### src/rtl/gray_arb_pkg.sv
// Purpose : shared defaults and helpers for the Gray-conversion arbiter.
// Contents: default requester count / data width, ID width calculation,
//           and a reference binary-to-Gray function for software models.
package gray_arb_pkg;

  localparam int N_DEF     = 4;
  localparam int WIDTH_DEF = 4;

  // ID width for N requesters; never narrower than one bit.
  function automatic int idw(input int n);
    return (n < 2) ? 1 : $clog2(n);
  endfunction

  // Reference conversion, wide enough for any supported WIDTH.
  function automatic logic [31:0] bin2gray(input logic [31:0] b);
    return b ^ (b >> 1);
  endfunction

endpackage

### src/rtl/binary_to_gray.sv
// Purpose : combinational binary-to-Gray converter.
// Latency : 0 cycles (pure combinational); no backpressure, no state.
// Ports   : bin (binary in), gray (Gray out), both WIDTH bits.
module binary_to_gray #(
  parameter int WIDTH = 4
) (
  input  logic [WIDTH-1:0] bin,
  output logic [WIDTH-1:0] gray
);

  assign gray = bin ^ (bin >> 1);

endmodule

### src/rtl/gray_conv_arbiter.sv
// Purpose : round-robin arbiter sharing one binary_to_gray converter among N requesters.
// Latency : 1 cycle from accept edge to out_valid/out_gray; 1 result per cycle sustained.
// Backpr. : while out_valid && !out_ready the slot holds and req_ready is all zeros.
// Ports   : clk/rst_n; req_valid/req_bin/req_ready per requester (word i at
//           [i*WIDTH +: WIDTH]); out_valid/out_ready handshake with registered
//           out_gray, out_bin and out_id.
module gray_conv_arbiter
  import gray_arb_pkg::*;
#(
  parameter  int N     = N_DEF,
  parameter  int WIDTH = WIDTH_DEF,
  localparam int IDW   = idw(N)
) (
  input  logic               clk,
  input  logic               rst_n,
  input  logic [N-1:0]       req_valid,
  input  logic [N*WIDTH-1:0] req_bin,
  output logic [N-1:0]       req_ready,
  output logic               out_valid,
  input  logic               out_ready,
  output logic [WIDTH-1:0]   out_gray,
  output logic [WIDTH-1:0]   out_bin,
  output logic [IDW-1:0]     out_id
);

  logic             out_valid_q, out_valid_d;
  logic [WIDTH-1:0] out_gray_q,  out_gray_d;
  logic [WIDTH-1:0] out_bin_q,   out_bin_d;
  logic [IDW-1:0]   out_id_q,    out_id_d;
  logic [IDW-1:0]   ptr_q,       ptr_d;

  logic             can_accept;
  logic             win_vld;
  logic [IDW-1:0]   win_idx;
  logic [IDW:0]     cand_sum;
  logic [IDW-1:0]   cand_idx;
  logic             xfer;
  logic [WIDTH-1:0] win_bin;
  logic [WIDTH-1:0] win_gray;
  logic [N-1:0]     grant_vec;
  logic [WIDTH-1:0] words [N];

  assign can_accept = !out_valid_q || out_ready;

  always_comb begin
    for (int i = 0; i < N; i++) begin
      words[i] = req_bin[i*WIDTH +: WIDTH];
    end
  end

  // Walk the search order from the far end back toward ptr so the last
  // overwrite is the requester closest to ptr, i.e. the round-robin winner.
  always_comb begin
    win_vld  = 1'b0;
    win_idx  = '0;
    cand_sum = '0;
    cand_idx = '0;
    for (int k = N - 1; k >= 0; k--) begin
      cand_sum = {1'b0, ptr_q} + (IDW+1)'(k);
      if (cand_sum >= (IDW+1)'(N)) begin
        cand_sum = cand_sum - (IDW+1)'(N);
      end
      cand_idx = cand_sum[IDW-1:0];
      if (req_valid[cand_idx]) begin
        win_vld = 1'b1;
        win_idx = cand_idx;
      end
    end
  end

  assign xfer    = win_vld && can_accept && rst_n;
  assign win_bin = words[win_idx];

  binary_to_gray #(
    .WIDTH (WIDTH)
  ) u_b2g (
    .bin  (win_bin),
    .gray (win_gray)
  );

  always_comb begin
    grant_vec = '0;
    if (xfer) begin
      grant_vec[win_idx] = 1'b1;
    end
  end

  assign req_ready = grant_vec;

  always_comb begin
    out_valid_d = out_valid_q;
    out_gray_d  = out_gray_q;
    out_bin_d   = out_bin_q;
    out_id_d    = out_id_q;
    ptr_d       = ptr_q;
    if (xfer) begin
      // Covers drain-and-reload in the same cycle: valid simply stays high.
      out_valid_d = 1'b1;
      out_gray_d  = win_gray;
      out_bin_d   = win_bin;
      out_id_d    = win_idx;
      ptr_d       = (win_idx == IDW'(N - 1)) ? '0 : win_idx + 1'b1;
    end else if (out_valid_q && out_ready) begin
      out_valid_d = 1'b0;
    end
  end

  always_ff @(posedge clk or negedge rst_n) begin
    if (!rst_n) begin
      out_valid_q <= 1'b0;
      out_gray_q  <= '0;
      out_bin_q   <= '0;
      out_id_q    <= '0;
      ptr_q       <= '0;
    end else begin
      out_valid_q <= out_valid_d;
      out_gray_q  <= out_gray_d;
      out_bin_q   <= out_bin_d;
      out_id_q    <= out_id_d;
      ptr_q       <= ptr_d;
    end
  end

  assign out_valid = out_valid_q;
  assign out_gray  = out_gray_q;
  assign out_bin   = out_bin_q;
  assign out_id    = out_id_q;

endmodule

### config.mk
export PLATFORM = sky130hd
export DESIGN_NAME = gray_conv_arbiter
export DESIGN_NICKNAME = d
export VERILOG_FILES = /design/src/rtl/gray_arb_pkg.sv /design/src/rtl/binary_to_gray.sv /design/src/rtl/gray_conv_arbiter.sv
export SDC_FILE = /design/constraint.sdc
export NUM_CORES = 1
export LEC_CHECK = 0
export ABC_AREA = 1
export ABC_CLOCK_PERIOD_IN_PS = 3100
export CAP_MARGIN = 40
export CELL_PAD_IN_SITES_DETAIL_PLACEMENT = 0
export CELL_PAD_IN_SITES_GLOBAL_PLACEMENT = 1
export CORE_ASPECT_RATIO = 1.75
export CORE_MARGIN = 2
export CORE_UTILIZATION = 33
export CTS_CLUSTER_SIZE = 30
export DETAILED_ROUTE_END_ITERATION = 6
export GPL_TIMING_DRIVEN = 0
export HOLD_SLACK_MARGIN = 0.1
export PLACE_DENSITY_LB_ADDON = 0.1
export SLEW_MARGIN = 30
export SYNTH_ARGS = -nofsm -noshare
export SYNTH_HDL_FRONTEND = slang
export SYNTH_SLANG_ARGS = --single-unit
### constraint.sdc
create_clock -name clk -period 3.1 [get_ports clk]
set_input_delay 0.62 -clock clk [delete_from_list [all_inputs] [get_ports clk]]
set_output_delay 0.62 -clock clk [all_outputs]
set_load 0.005 [all_outputs]
==> flow_summary.json <==
{
  "cts-root-buf": "clkbuf_8",
  "holdWs_ns": 0.487,
  "yosysSeqAreaShare": 0.274,
  "yosysTopAreaCell": "dfrtp_1",
  "crit_type": "in2out",
  "htree_levels": 1,
  "clkTransAtPathRegs_ns": 0.06,
  "vias_per_cell": 4.55,
  "rows": 27,
  "crit_fanout": 9,
  "rrSetupSlack_ns": 1.13,
  "drive_above_1_share": 0.257,
  "period_minus_slack_ns": 2.95,
  "ant_nets": 0,
  "fin_crit_sh": 0.953,
  "io_buffers": 37,
  "place_area_um2": 1520,
  "switchingPower_w": 0.000890,
  "fillerInstances": 349,
  "area_growth_pct": 48.5,
  "swShare": 0.475,
  "finalPower_w": 0.00188,
  "start_util": 0.345,
  "comb_power_share": 0.759,
  "max_cap_viol_count": 0,
  "setup_viol": 0,
  "grt_pass1_wl_um": 4450,
  "grt_usage": 0.159,
  "num_vias": 1115,
  "wl_um": 2710,
  "cpMostUsedCell": "nand2_2",
  "antenna_cells": 0,
  "power_frac_seq": 0.148,
  "slowest_stage": "clkdlybuf4s50_1",
  "dieArea_um2": 3820,
  "first_pass_iters": 3,
  "final_cell_mix": "nand2_1, clkdlybuf4s50_1, nand3_1",
  "stdcell_area_um2": 1630,
  "clk_latency_ns": 0.24,
  "grt_pass1_vias": 1023,
  "antenna_found_initial": 0,
  "io_pins": 38,
  "synth_area_leaders": "dfrtp_1, nand2_1, nand3_1",
  "synth.distinct_cells": 24,
  "wl_per_cell_um": 11.1,
  "yosysWarnings": 0,
  "finalWeightedCongestion": 0.794,
  "p_int_w": 0.000985,
  "synth-seq-cells": 12,
  "final-hold-violation-count": 0,
  "layout_commonest_cell": "nand2_1",
  "clock_path_buffers": 2,
  "worst_pin_slew_ns": 0.606,
  "clock_skew_ns": 0.00315,
  "overflow": 0,
  "slew_viol_final": 0,
  "route.detailed.drc": 0,
  "grt_max_degree": 14,
  "critical_path_buf_inv_count": 6,
  "syn_area_um2": 1100,
  "vdd_drop_max_mv": 0.542,
  "leakagePower_nw": 0.837,
  "nets": 230,
  "slowest_delay_ns": 0.45,
  "crit_chain": "clkdlybuf4s50_1 > inv_1 > nand2_2 > nand3_2 > nand2_1 > nand3_2 > nand2_1 > nand2_2 > nand2_2 > buf_6 > buf_6 > ha_1 > inv_1 > nor2_2 > clkbuf_2",
  "synth_top_area_frac": 0.274,
  "synth_fp_nets": 184,
  "cts_made_buffers": 3,
  "core_um2": 3180,
  "crit_family": "buffers and inverters",
  "rsz0062_at_grt": "false",
  "fin_setup_tns_ns": 0,
  "clock_sinks": 12,
  "initialDrtViolationCount": 14,
  "p_clk_frac": 0.092,
  "cp.arrival_ns": 2.33,
  "outcome": "finished, final reports clean",
  "start_kind": "input pin",
  "placed_cells": 237,
  "power.density_nw_per_um2": 1150,
  "die_w_um": 47.6,
  "maxClockFrequency_mhz": 338,
  "netlist_instances": 157,
  "min_path_type": "in2async",
  "stdcell_count": 245,
  "cp-end-kind": "output port",
  "hpwl_um": 2110,
  "fp.dieH_um": 80.2,
  "avgSynthCellArea_um2": 6.98,
  "required_ns": 2.48,
  "cts_tree": "yes",
  "slew_headroom": 0.596
}
==> state kept, by name, indices dropped and copies added (netlist names) <==
name	cells
out_bin	3
out_id	2
out_valid	1
ptr_q	2
out_gray	4
==> synthesized netlist by cell type <==
master	number
nand3_2	8
o22ai_1	1
a21oi_1	1
nand2_1	48
nor2_1	7
o21a_1	3
buf_4	3
o21ai_1	3
ha_1	4
nand3b_1	2
inv_2	4
nand3b_2	1
nand3_1	23
buf_6	3
buf_2	1
nand2_2	5
o21ai_0	2
o21ai_2	2
dfrtp_1	12
nor2_4	1
inv_4	2
inv_1	18
nand2_4	2
nand3b_4	1
==> path summary, 6_finish.rpt <==
kind / startpoint / endpoint / depth (start not counted)
setup / recovery: req_valid[1] / req_ready[1] / 15
hold / removal: rst_n / ptr_q[0]$_DFFE_PN0P_ / 1
hold reg to reg: out_bin[2]$_DFFE_PN0P_ / out_bin[2]$_DFFE_PN0P_ / 1
min in group clk: out_bin[2]$_DFFE_PN0P_ / out_bin[2]$_DFFE_PN0P_ / 1
max in group asynchronous: rst_n / out_bin[1]$_DFFE_PN0P_ / 1
setup reg to reg: ptr_q[1]$_DFFE_PN0P_ / out_gray[1]$_DFFE_PN0P_ / 15
==> power by group through the flow <==
stage          registers (W)  clock network (W)  logic, W
6_report            0.000278           0.000173   0.00142
5_1_grt             0.000292           0.000186   0.00159
4_1_cts             0.000279           0.000178   0.00143
3_5_place_dp        0.000281                  0   0.00134
3_3_place_gp        0.000280                  0   0.00133
2_1_floorplan       0.000283                  0  0.000938
==> through the flow <==
step	setup WS (ns)	utilization
3_3_place_gp	-0.289	0.479
2_1_floorplan	0.803	-
5_1_grt	0.00669	0.513
3_5_place_dp	-0.304	0.479
4_1_cts	-0.141	0.510
6_report	0.145	0.513
==> area by class of cell <==
cell class                 instances  area, µm²  area share
buffer                             7       61.3      0.0377
timing repair buffer              41        390       0.240
multi-input combinational        114        669       0.411
clock buffer                       4       55.1      0.0338
sequential                        12        300       0.184
tap                               43       53.8      0.0331
inverter                          24       97.6      0.0600
==> per-layer routing <==
layer	global-route usage	share of wire	vias up
met5	0	0	-
li1	-	-	587
met4	0.0486	0.0052	0
met2	0.293	0.56	21
met1	0.175	0.41	505
met3	0.0202	0.026	2
==> what timing repair did <==
item,4_1_cts,5_1_grt
hold buffers,0,0
buffers inserted,4,0
resized for setup,11,12
endpoints found under the setup margin,4,4
pin swaps,3,2
==> kinds of logic (layout without fill, tap and decap cells) <==
group | after synthesis | count (layout) | synth area share
compound gates | 12 | 12 | 0.0696
fa+ha+maj | 4 | 4 | 0.0457
buf+inv | 31 | 76 | 0.143
flops | 12 | 12 | 0.274
simple gates | 98 | 98 | 0.468
Note: power is estimated with default switching activity, not from simulation.
